<file path="config.mk">
export PLATFORM = sky130hd
export DESIGN_NAME = operand_recover_serial
export DESIGN_NICKNAME = d
export VERILOG_FILES = /design/src/rtl/arith_pkg.sv /design/src/rtl/digit_sub.sv /design/src/rtl/operand_recover_serial.sv
export SDC_FILE = /design/constraint.sdc
export NUM_CORES = 1
export LEC_CHECK = 0
export CAP_MARGIN = 10
export CORE_MARGIN = 1.5
export CORE_UTILIZATION = 48
export CTS_CLUSTER_DIAMETER = 100
export DETAILED_ROUTE_END_ITERATION = 7
export PLACE_DENSITY = 0.79
export SYNTH_ARGS = -nofsm -noshare
export SYNTH_HDL_FRONTEND = slang
export SYNTH_SLANG_ARGS = --single-unit
</file>
<file path="constraint.sdc">
create_clock -name clk -period 3.8 [get_ports clk]
set_input_delay 0.76 -clock clk [delete_from_list [all_inputs] [get_ports clk]]
set_output_delay 0.76 -clock clk [all_outputs]
set_load 0.005 [all_outputs]
</file>
<file path="src/rtl/arith_pkg.sv">
// Shared definitions for the serial arithmetic blocks: FSM state encoding,
// default geometry and the digit-counter width helper.
package arith_pkg;

    typedef enum logic [1:0] {
        IDLE = 2'd0,
        BUSY = 2'd1,
        DONE = 2'd2
    } state_t;

    localparam int DEF_W     = 12;
    localparam int DEF_DIGIT = 2;

    // A counter for a single digit still needs one bit.
    function automatic int cnt_width(input int n);
        return (n <= 1) ? 1 : $clog2(n);
    endfunction

endpackage

</file>
<file path="src/rtl/digit_sub.sv">
// Combinational DIGIT-bit subtractor with borrow in/out, shared by the
// digit-serial arithmetic blocks.
module digit_sub #(
    parameter int DIGIT = 2
) (
    input  logic [DIGIT-1:0] a,
    input  logic [DIGIT-1:0] b,
    input  logic             bin,
    output logic [DIGIT-1:0] d,
    output logic             bout
);

    logic [DIGIT:0] diff;

    // The extra top bit of the widened difference is set exactly when a-b-bin < 0.
    assign diff = {1'b0, a} - {1'b0, b} - {{DIGIT{1'b0}}, bin};
    assign d    = diff[DIGIT-1:0];
    assign bout = diff[DIGIT];

endmodule

</file>
<file path="src/rtl/operand_recover_serial.sv">
// Digit-serial inverse of a W-bit adder: recovers B = S - A from the (W+1)-bit
// sum and one addend, flagging differences outside the range [0, 2^W).
module operand_recover_serial
    import arith_pkg::*;
#(
    parameter int W     = DEF_W,
    parameter int DIGIT = DEF_DIGIT
) (
    input  logic         clk,
    input  logic         rst,
    input  logic         in_valid,
    output logic         in_ready,
    input  logic [W:0]   in_sum,
    input  logic [W-1:0] in_addend,
    output logic         out_valid,
    input  logic         out_ready,
    output logic [W-1:0] out_operand,
    output logic         out_err
);

    localparam int NDIG = W / DIGIT;
    localparam int CW   = cnt_width(NDIG);
    localparam logic [CW-1:0] LAST = CW'(NDIG - 1);

    if (DIGIT < 1 || (W % DIGIT) != 0) begin : g_bad_geometry
        $error("operand_recover_serial: W must be a positive multiple of DIGIT");
    end

    state_t              state;
    logic [W-1:0]        s_sh;
    logic [W-1:0]        a_sh;
    logic                s_top;
    logic                borrow;
    logic [CW-1:0]       cnt;
    logic [W-1:0]        res;
    logic [DIGIT-1:0]    d;
    logic                bout;
    logic [W+DIGIT-1:0]  res_cat;
    logic [W-1:0]        next_res;
    logic                accept;

    digit_sub #(.DIGIT(DIGIT)) u_digit_sub (
        .a    (s_sh[DIGIT-1:0]),
        .b    (a_sh[DIGIT-1:0]),
        .bin  (borrow),
        .d    (d),
        .bout (bout)
    );

    // New digits enter at the MSB so the LSB digit ends up at bit 0 after NDIG steps.
    assign res_cat  = {d, res};
    assign next_res = res_cat[W+DIGIT-1:DIGIT];

    assign out_valid = (state == DONE);
    assign in_ready  = !rst && ((state == IDLE) || (state == DONE && out_ready));
    assign accept    = in_valid && in_ready;

    always_ff @(posedge clk) begin
        if (rst) begin
            state       <= IDLE;
            s_sh        <= '0;
            a_sh        <= '0;
            s_top       <= 1'b0;
            borrow      <= 1'b0;
            cnt         <= '0;
            res         <= '0;
            out_operand <= '0;
            out_err     <= 1'b0;
        end else begin
            case (state)
                IDLE, DONE: begin
                    if (accept) begin
                        s_sh   <= in_sum[W-1:0];
                        a_sh   <= in_addend;
                        s_top  <= in_sum[W];
                        borrow <= 1'b0;
                        cnt    <= '0;
                        state  <= BUSY;
                    end else if (state == DONE && out_ready) begin
                        state <= IDLE;
                    end
                end
                BUSY: begin
                    res    <= next_res;
                    borrow <= bout;
                    s_sh   <= s_sh >> DIGIT;
                    a_sh   <= a_sh >> DIGIT;
                    cnt    <= cnt + 1'b1;
                    // S[W] cancels a final borrow; a mismatch means S-A left [0, 2^W).
                    if (cnt == LAST) begin
                        out_operand <= next_res;
                        out_err     <= s_top ^ bout;
                        state       <= DONE;
                    end
                end
                default: state <= IDLE;
            endcase
        end
    end

endmodule

</file>
After elaboration in Yosys (flattened, before gate mapping)
Cells that the tools add are included.

word-level totals
  bits in writable memories = 0
  memories = 0
  bits in latches = 0
  memory bits (read-only) = 0
  register bits = 56

cells by class
  multipliers = 0
  reductions and logical operators = 12
  equal/unequal tests = 6
  magnitude comparators = 0
  div/mod/pow operators = 0
  mux-type cells = 12
  shift-type cells = 0
  bitwise gates (word level) = 1
  $add $sub $neg = 3

operators with widths
  kind                   number
  $pmux W12 S2           2
  $mux W12               2
  $reduce_and A2 Y1      4
  $mux W2                3
  $pmux W3 S2            1
  $ne A2 B2 Y1 const B   2
  $pmux W2 S2            1
  $add A3 B1 Y3 const B  1
  $eq A3 B3 Y1 const B   1
  $logic_and A1 B1 Y1    3
  $mux W3                1
  $ne A3 B3 Y1 const B   1
  $sub A2 B2 Y3          1
  $sub A3 B1 Y3          1
  $eq A2 B1 Y1 const B   1
  $eq A2 B2 Y1 const B   1
  $logic_not A2 Y1       1
  $pmux W1 S2            1
  $reduce_bool A2 Y1     1
  $reduce_or A2 Y1       1
  $logic_not A1 Y1       1
  $logic_or A1 B1 Y1     1
  $mux W1                1
  $xor A1 B1 Y1          1

Longest topological paths before layout
Gate-level depths: netlist (run 1).

  depth after elaboration = 7
  gate-level depth with buffers = 6
  mapped depth without buffers = 6

Cells and area by module
A second synthesis (run 1) with hierarchy kept.

unflattened totals
  cell total of the unflattened synthesis = 322
  area total of the unflattened synthesis = 2,557.5 um2

modules (own cells, without submodules)
  module                  instances  cells an instance  sequential area each (um2)  area an instance (um2)
  operand_recover_serial  1          314                1,081.0                     2,494.9
  digit_sub               1          8                  0.0                         62.6

Least setup slack after synthesis (run 1)
No wires, ideal clock.

  path type = input port to output port
  start point = input port rst
  end point = output port in_ready
  stages = 3
  arrival time = 1.205 ns
  setup slack = 1.835 ns
  path buffers = 1
  cells stage by stage = or2_0 > buf_2 > nor2_1

on the way
  word-level cells in the longest chain between the ends = 2

RTL lines
  element              line                          text
  start, declared      operand_recover_serial.sv:10  input logic rst,
  $logic_not A1 Y1     operand_recover_serial.sv:55  assign in_ready = !rst && ((state == IDLE) || (state == DONE && out_ready));
  $logic_and A1 B1 Y1  operand_recover_serial.sv:55
  end, declared        operand_recover_serial.sv:12  output logic in_ready,

No other way between the ends.

Final worst setup path (run 1)
  start point = input port out_ready
  end point = output port in_ready

on the way
  word-level cells in the longest chain between the ends = 3

RTL lines
  element              line                          text
  start, declared      operand_recover_serial.sv:16  input logic out_ready,
  $logic_and A1 B1 Y1  operand_recover_serial.sv:55
  $logic_or A1 B1 Y1   operand_recover_serial.sv:55
  $logic_and A1 B1 Y1  operand_recover_serial.sv:55

No other way between the ends.

==> impl_metrics.tcl, run 1 <==
set metrics [dict create \
    status "completed" \
    ys_seq_area_share_pct 42.5 \
    ys_ff_latch 54 \
    cts_setup_buffers 0 \
    worstSetupPathType "input port to output pin" \
    drc 0 \
    syn_nets 352 \
    max_slew_margin_pct 42.8 \
    mostFrequentLayoutCell "nand2_1" \
    grt_usage_pct 22.6 \
    routed_wl_um 5730 \
    ys_warn_count 0 \
    core.rowCount 26 \
    dieArea_sq_um 5750 \
    grt_overflow 0 \
    place.gp.congestion 0.746 \
    boundaryPins 44 \
    post-dp-hpwl_um 3670 \
    p_leak_nw 1.14 \
    die_y_um 75.8 \
    fmax_mhz 333 \
    cp-start-kind "input port" \
    drive_above_1_share_pct 6.90 \
    setup_ws_ns 0.798 \
    cts_inserted_buffers 5 \
    netlist_area_sq_um 2540 \
    maxSlewViolCount 0 \
    max-cap-violations 0 \
    n_antenna_cell 0 \
    clock_path_buffers 2 \
    antenna_found_initial 0 \
    worstMarginPinSlew_ns 0.858 \
    min_path_type "flip-flop to flip-flop" \
    layout_common_cells "nand2_1, dfxtp_1, clkdlybuf4s50_1" \
    clock_latency_ns 0.31 \
    finalSetupViolCount 0 \
    hold_slack_ns 0.458 \
    cp-end-kind "output pin" \
    synth_cell_types 30 \
    reg2reg_from "state[0]" \
    setup_tns_ns 0 \
    avgRoutedWirePerCell_um 13.7 \
    htreeDepth 2 \
    finish.instance_area_sq_um 3130 \
    vias_per_cell 5.52 \
    rr_worst_depth 5 \
    grt_max_degree 57 \
    grt_pass1_wl_um 10000 \
    area_growth_pct 23.2 \
    postPlaceCellArea_sq_um 2990 \
    clk_pin_slew_worst_paths_ns 0.09 \
    reg2reg_to "s_sh[11]" \
    cts_resized 0 \
    power_mw 1.27 \
    synth_cells 319 \
    finish.net_count 380 \
    critPathLaunch "out_ready" \
    cts_tree "built" \
    dr.pass1.iters 4 \
    period_needed_ns 3.00 \
    numClockSinks 54 \
    ant_nets 0 \
    chipWidth_um 75.8 \
    skew_ns 0.00391 \
    timing.final.crit_share_pct 79.0 \
    hold_viol 0 \
    endpoint "in_ready" \
    syn_area_per_cell_sq_um 7.98 \
    pre_cts_slack_ns 0.847 \
    rrSetupSlack_ns 1.63 \
    arrival_ns 2.24 \
    holdBufCountCts 0 \
    power_density_nw_per_um2 404 \
    worstPathMaxFanout 5 \
    vias 2308 \
    core_sq_um 5110 \
    rsz0062_at_grt "false" \
    drtIter0Drc 125 \
    initial_utilization_pct 49.8 \
    vdd_drop_max_mv 0.302 \
    cp.required_ns 3.04 \
    port_buffers 43 \
    grt_pass1_vias 2281 \
    cts_root_buf "clkbuf_8" \
]
worst min-delay path by stage:
stage                              start              to  slack (ns)  cells after the start
after floorplan                   res[2]  out_operand[0]        0.43                      2
after global placement    out_operand[5]  out_operand[5]        0.44                      2
after detailed placement  out_operand[5]  out_operand[5]        0.45                      2
after CTS                 out_operand[6]  out_operand[6]        0.46                      2
after global routing      out_operand[8]  out_operand[8]        0.48                      2
final                     out_operand[5]  out_operand[5]        0.46                      2
cell type report:
type / instances / area, sq um
Clock buffer: 6 / 82.6
Clock inverter: 2 / 60.1
Fill cell: 500 / 1970
Inverter: 5 / 18.8
Multi-Input combinational cell: 232 / 1330
Sequential cell: 54 / 1080
Tap cell: 70 / 87.6
Timing Repair Buffer: 49 / 470
where the power goes:
| group | leakage (nW) | switching [mW] | internal [mW] |
|---|---|---|---|
| Clock | 0.0714 | 0.187 | 0.281 |
| Combinational | 0.626 | 0.0931 | 0.0863 |
| Sequential | 0.441 | 0.0228 | 0.596 |
| Total | 1.14 | 0.303 | 0.963 |
flip-flops by register name, indices dropped and copies added, names as in the netlist:
register and cells:
a_sh 12, out_operand 12, s_sh 12, res 10, cnt 3, state 2, borrow 1, out_err 1
s_top 1
synthesized netlist by cell type (all sizes together):
master | instances | area (sq um)
o21ba | 1 | 10.0
a21oi | 27 | 135
nand2 | 86 | 323
a31oi | 20 | 125
o31ai | 1 | 7.51
xor2 | 1 | 8.76
nand2b | 6 | 37.5
and4b | 1 | 10.0
mux2 | 5 | 56.3
nor3b | 4 | 30.0
or2 | 1 | 6.26
a221o | 20 | 200
dfxtp | 54 | 1080
ha | 2 | 25.0
inv | 5 | 18.8
nand3b | 2 | 15.0
nand4b | 1 | 8.76
o311ai | 2 | 17.5
fa | 2 | 40.0
nor2b | 24 | 150
o21ai | 1 | 5.00
xnor2 | 1 | 8.76
clkbuf | 17 | 63.8
nor2 | 21 | 78.8
or3 | 1 | 6.26
buf | 11 | 55.1
nor3 | 2 | 21.3
through the flow:
stage          utilization [%]  std cells
5_1_grt                   61.4        418
3_5_place_dp              58.6        410
2_1_floorplan                -        319
6_report                  61.4        418
3_3_place_gp              58.6        410
4_1_cts                   61.4        418
critical path: stages:
cell and delay, ns:
clkdlybuf4s50_1 0.47, nor2b_1 0.41, nor2_1 0.12, clkdlybuf4s50_1 0.47
layer usage:
metal	wire length [um]	track usage, %	vias up
met1	2490	26.9	1085
met5	0	0	-
li1	-	-	1144
met2	2890	39.6	71
met4	96	9.33	0
met3	254	4.37	8
kinds of logic (layout without fill, tap and decap cells):
family,after synthesis,in the layout,share of synthesized area (%)
fa+ha+maj,4,4,2.56
mux,5,5,2.21
flops,54,54,42.5
compound gates,72,72,19.7
xor+xnor,2,2,0.688
buf+inv,33,62,5.41
simple gates,149,149,27.0
No activity file was read; power rests on OpenSTA's default activity.
==> run 2, diff against run 1 <==
Settings changed: CORE_UTILIZATION 48 to 47, PLACE_DENSITY 0.79 to 0.8.
Clock period 3.8 ns to 2.7 ns, I/O delays scaled along.
==> impl_metrics.tcl, run 2 (synthesis gave the netlist of run 1 again) <==
set metrics [dict create \
    p_leak_nw 1.13 \
    cts_tree "built" \
    status "completed" \
    worstPathMaxFanout 5 \
    finalSetupViolCount 0 \
    n_antenna_cell 0 \
    period_needed_ns 2.49 \
    cts_root_buf "clkbuf_8" \
    drtIter0Drc 159 \
    core_sq_um 5170 \
    path_cells "clkdlybuf4s50_1 -> nor2b_1 -> nor2_1 -> clkdlybuf4s50_1" \
    grt_pass1_wl_um 9670 \
    vias_per_cell 5.38 \
    power_mw 1.67 \
    vdd_drop_max_mv 0.261 \
    maxSlewViolCount 0 \
    max-cap-violations 0 \
    numClockSinks 54 \
    skew_ns 0.0103 \
    grt_usage_pct 20.1 \
    slowest_stage "clkdlybuf4s50_1" \
    max_slew_margin_pct 44.5 \
    htreeDepth 2 \
    layout_common_cells "nand2_1, dfxtp_1, clkdlybuf4s50_1" \
    p_clk_share_pct 32.7 \
    die_y_um 76.6 \
    clock_latency_ns 0.31 \
    avgRoutedWirePerCell_um 13.3 \
    min_path_type "flip-flop to flip-flop" \
    mostFrequentLayoutCell "nand2_1" \
    grt_pass1_vias 2165 \
    internal-power_mw 1.26 \
    cts_inserted_buffers 5 \
    vias 2255 \
    cp.required_ns 2.16 \
    drc 0 \
    dr.pass1.iters 4 \
    hold_viol 0 \
    cts_resized 0 \
    setup_tns_ns 0 \
    timing.final.crit_share_pct 92.2 \
    port_buffers 43 \
    worstMarginPinSlew_ns 0.832 \
    worstSetupPathType "input port to output pin" \
    initial_utilization_pct 49.2 \
    holdBufCountCts 0 \
    clock_path_buffers 2 \
    place.gp.congestion 0.798 \
    cp-end-kind "output pin" \
    reg_top3 "a_sh (12), out_operand (12), s_sh (12)" \
    finish.net_count 382 \
    path_common_cell "clkdlybuf4s50_1" \
    grt_overflow 0 \
    fillers 458 \
    p_sw_uw 410 \
    max_stage_delay_ns 0.46 \
    drive_above_1_share_pct 7.16 \
    boundaryPins 44 \
    swShare_pct 24.6 \
    dieArea_sq_um 5870 \
    core.rowCount 26 \
    post-dp-hpwl_um 3670 \
    arrival_ns 1.95 \
    routed_wl_um 5560 \
    cp-start-kind "input port" \
    antenna_found_initial 0 \
    grt_max_degree 57 \
    area_growth_pct 22.6 \
    fmax_mhz 402 \
    chipWidth_um 76.6 \
    ant_nets 0 \
    comb_power_share_pct 15.0 \
    cts_setup_buffers 0 \
    p_seq_share_pct 52.2 \
    clk_pin_slew_worst_paths_ns 0.09 \
    power_density_nw_per_um2 535 \
    rsz0062_at_grt "false" \
]
[run 2: through the flow]
step	utilization, %	std cells	hold WS, ns	cell area, sq um	setup slack [ns]
finish	60.3	419	0.456	3120	0.211
CTS	60.3	419	0.459	3120	0.213
global route	60.3	419	0.474	3120	0.158
floorplan	-	319	0.432	2540	1.07
global placement	58.1	412	0.443	3010	0.233
detailed placement	58.1	412	0.447	3010	0.213
[run 2: area by class of cell]
class                   instances  area (sq um)  area share (%)
flip-flops and latches         54          1080            34.7
clock buffers                   6          82.6            2.65
clock inverters                 1          30.0           0.963
inverters                       5          18.8           0.602
well taps                      70          87.6            2.81
repair buffers                 51           485            15.6
multi-input cells             232          1330            42.8
[run 2: worst max-delay path, delay by kind of cell]
kind / cells / cell delay (ns)
simple gates: 2 / 0.50
buf+inv: 2 / 0.91
[run 2: final timing paths]
kind	end	slack (ns)	from	cells past startpoint
min	out_operand[2]	0.46	out_operand[2]	2
min reg2reg	out_operand[2]	0.46	out_operand[2]	2
max reg2reg	a_sh[8]	0.64	state[0]	4
max	in_ready	0.21	out_ready	4
[run 2: power groups by stage]
| stage | clock network (mW) | logic (mW) | registers [mW] |
|---|---|---|---|
| floorplan | 0 | 0.174 | 0.881 |
| global placement | 0 | 0.246 | 0.889 |
| detailed placement | 0 | 0.250 | 0.891 |
| CTS | 0.552 | 0.251 | 0.872 |
| global route | 0.588 | 0.279 | 0.879 |
| finish | 0.547 | 0.251 | 0.872 |
[run 2: metal layers]
metal  track usage (%)  wire, um  vias to the layer above
li1                  -         -                     1142
met1              26.2      2460                     1045
met2              33.6      2800                       61
met3              3.59       239                        7
met4              6.67        63                        0
met5                 0         0                        -
==> run 3, diff against run 2 <==
Settings changed: MAX_ROUTING_LAYER set to met4.
==> impl_metrics.tcl, run 3 (synthesis gave the netlist of run 1 again) <==
set metrics [dict create \
    status "completed" \
    chipWidth_um 76.6 \
    grt_pass1_wl_um 9680 \
    die_y_um 76.6 \
    port_buffers 43 \
    worstPathMaxFanout 5 \
    cts_setup_buffers 0 \
    initial_utilization_pct 49.2 \
    finalSetupViolCount 0 \
    post-dp-hpwl_um 3670 \
    timing.final.crit_share_pct 92.0 \
    cts_root_buf "clkbuf_8" \
    finish.net_count 382 \
    vias_per_cell 5.43 \
    rsz0062_at_grt "false" \
    grt_max_degree 57 \
    antenna_found_initial 0 \
    grt_pass1_vias 2165 \
    core_sq_um 5170 \
    cp-start-kind "input port" \
    fmax_mhz 403 \
    arrival_ns 1.94 \
    grt_usage_pct 20.7 \
    drtIter0Drc 161 \
    area_growth_pct 22.6 \
    clock_latency_ns 0.31 \
    max_stage_delay_ns 0.46 \
    hold_viol 0 \
    clk_pin_slew_worst_paths_ns 0.09 \
    numClockSinks 54 \
    layout_common_cells "nand2_1, dfxtp_1, clkdlybuf4s50_1" \
    vdd_drop_max_mv 0.259 \
    worstSetupPathType "input port to output pin" \
    vias 2274 \
    fin_util_pct 60.3 \
    routed_wl_um 5580 \
    path_common_cell "clkdlybuf4s50_1" \
    n_antenna_cell 0 \
    clock_path_buffers 2 \
    core.rowCount 26 \
    holdBufCountCts 0 \
    grt_overflow 0 \
    skew_ns 0.00796 \
    period_needed_ns 2.48 \
    place.gp.congestion 0.809 \
    maxSlewViolCount 0 \
    path_buf_inv 2 \
    power_density_nw_per_um2 534 \
    slowest_stage "clkdlybuf4s50_1" \
    cts_inserted_buffers 5 \
    cp.required_ns 2.16 \
    setup_tns_ns 0 \
    cp-end-kind "output pin" \
    mostFrequentLayoutCell "nand2_1" \
    boundaryPins 44 \
    dieArea_sq_um 5870 \
    dr.pass1.iters 4 \
    htreeDepth 2 \
    drc 0 \
    avgRoutedWirePerCell_um 13.3 \
    reg_top3 "a_sh (12), out_operand (12), s_sh (12)" \
    path_cells "clkdlybuf4s50_1 -> nor2b_1 -> nor2_1 -> clkdlybuf4s50_1" \
    cts_tree "built" \
    worstMarginPinSlew_ns 0.838 \
    drive_above_1_share_pct 7.16 \
    max_slew_margin_pct 44.2 \
    min_path_type "flip-flop to flip-flop" \
    cts_resized 0 \
    crit_family "buffers and inverters" \
    p_leak_nw 1.13 \
    max-cap-violations 0 \
    ant_nets 0 \
]
[run 3: cell counts in the layout (fill, tap and decap cells not counted)]
Identical to the previous run, type by type.
[run 3: final timing paths]
path,startpoint,end,slack [ns],depth (start not counted)
hold reg to reg,out_operand[2],out_operand[2],0.46,2
setup / recovery,out_ready,in_ready,0.22,4
setup reg to reg,state[0],a_sh[8],0.64,4
hold / removal,out_operand[2],out_operand[2],0.46,2
[run 3: area by class of cell]
class | instances | area, sq um
sequential | 54 | 1080
timing repair buffer | 51 | 485
fill | 458 | 2050
inverter | 5 | 18.8
clock inverter | 1 | 30.0
clock buffer | 6 | 82.6
tap | 70 | 87.6
multi-input combinational | 232 | 1330
[run 3: layer usage]
metal	track usage (%)	wire length, um	part of all wire, %
met3	3.59	268	4.8
met1	26.3	2490	45
met5	-	0	0
met2	33.6	2770	50
met4	6.67	46	0.82
[run 3: per-stage QoR]
| stage | instance area, sq um | hold WS, ns | std cells | total power [mW] | setup slack [ns] |
|---|---|---|---|---|---|
| floorplan | 2540 | 0.432 | 319 | 1.05 | 1.07 |
| global placement | 3010 | 0.443 | 412 | 1.13 | 0.233 |
| detailed placement | 3010 | 0.447 | 412 | 1.14 | 0.213 |
| CTS | 3120 | 0.459 | 419 | 1.67 | 0.213 |
| global route | 3120 | 0.474 | 419 | 1.75 | 0.158 |
| finish | 3120 | 0.456 | 419 | 1.67 | 0.217 |
[run 3: worst register-to-register path, stage by stage (launching register included)]
cell,delay [ns]
dfxtp_1,0.42
or2_0,0.39
o31ai_2,0.74
buf_4,0.30
a31oi_1,0.10
[run 3: where the power goes]
group / internal [mW] / leakage (nW) / switching [mW]
clock network: 0.297 / 0.0573 / 0.247
logic: 0.124 / 0.636 / 0.127
registers: 0.839 / 0.441 / 0.0332
total: 1.26 / 1.13 / 0.407
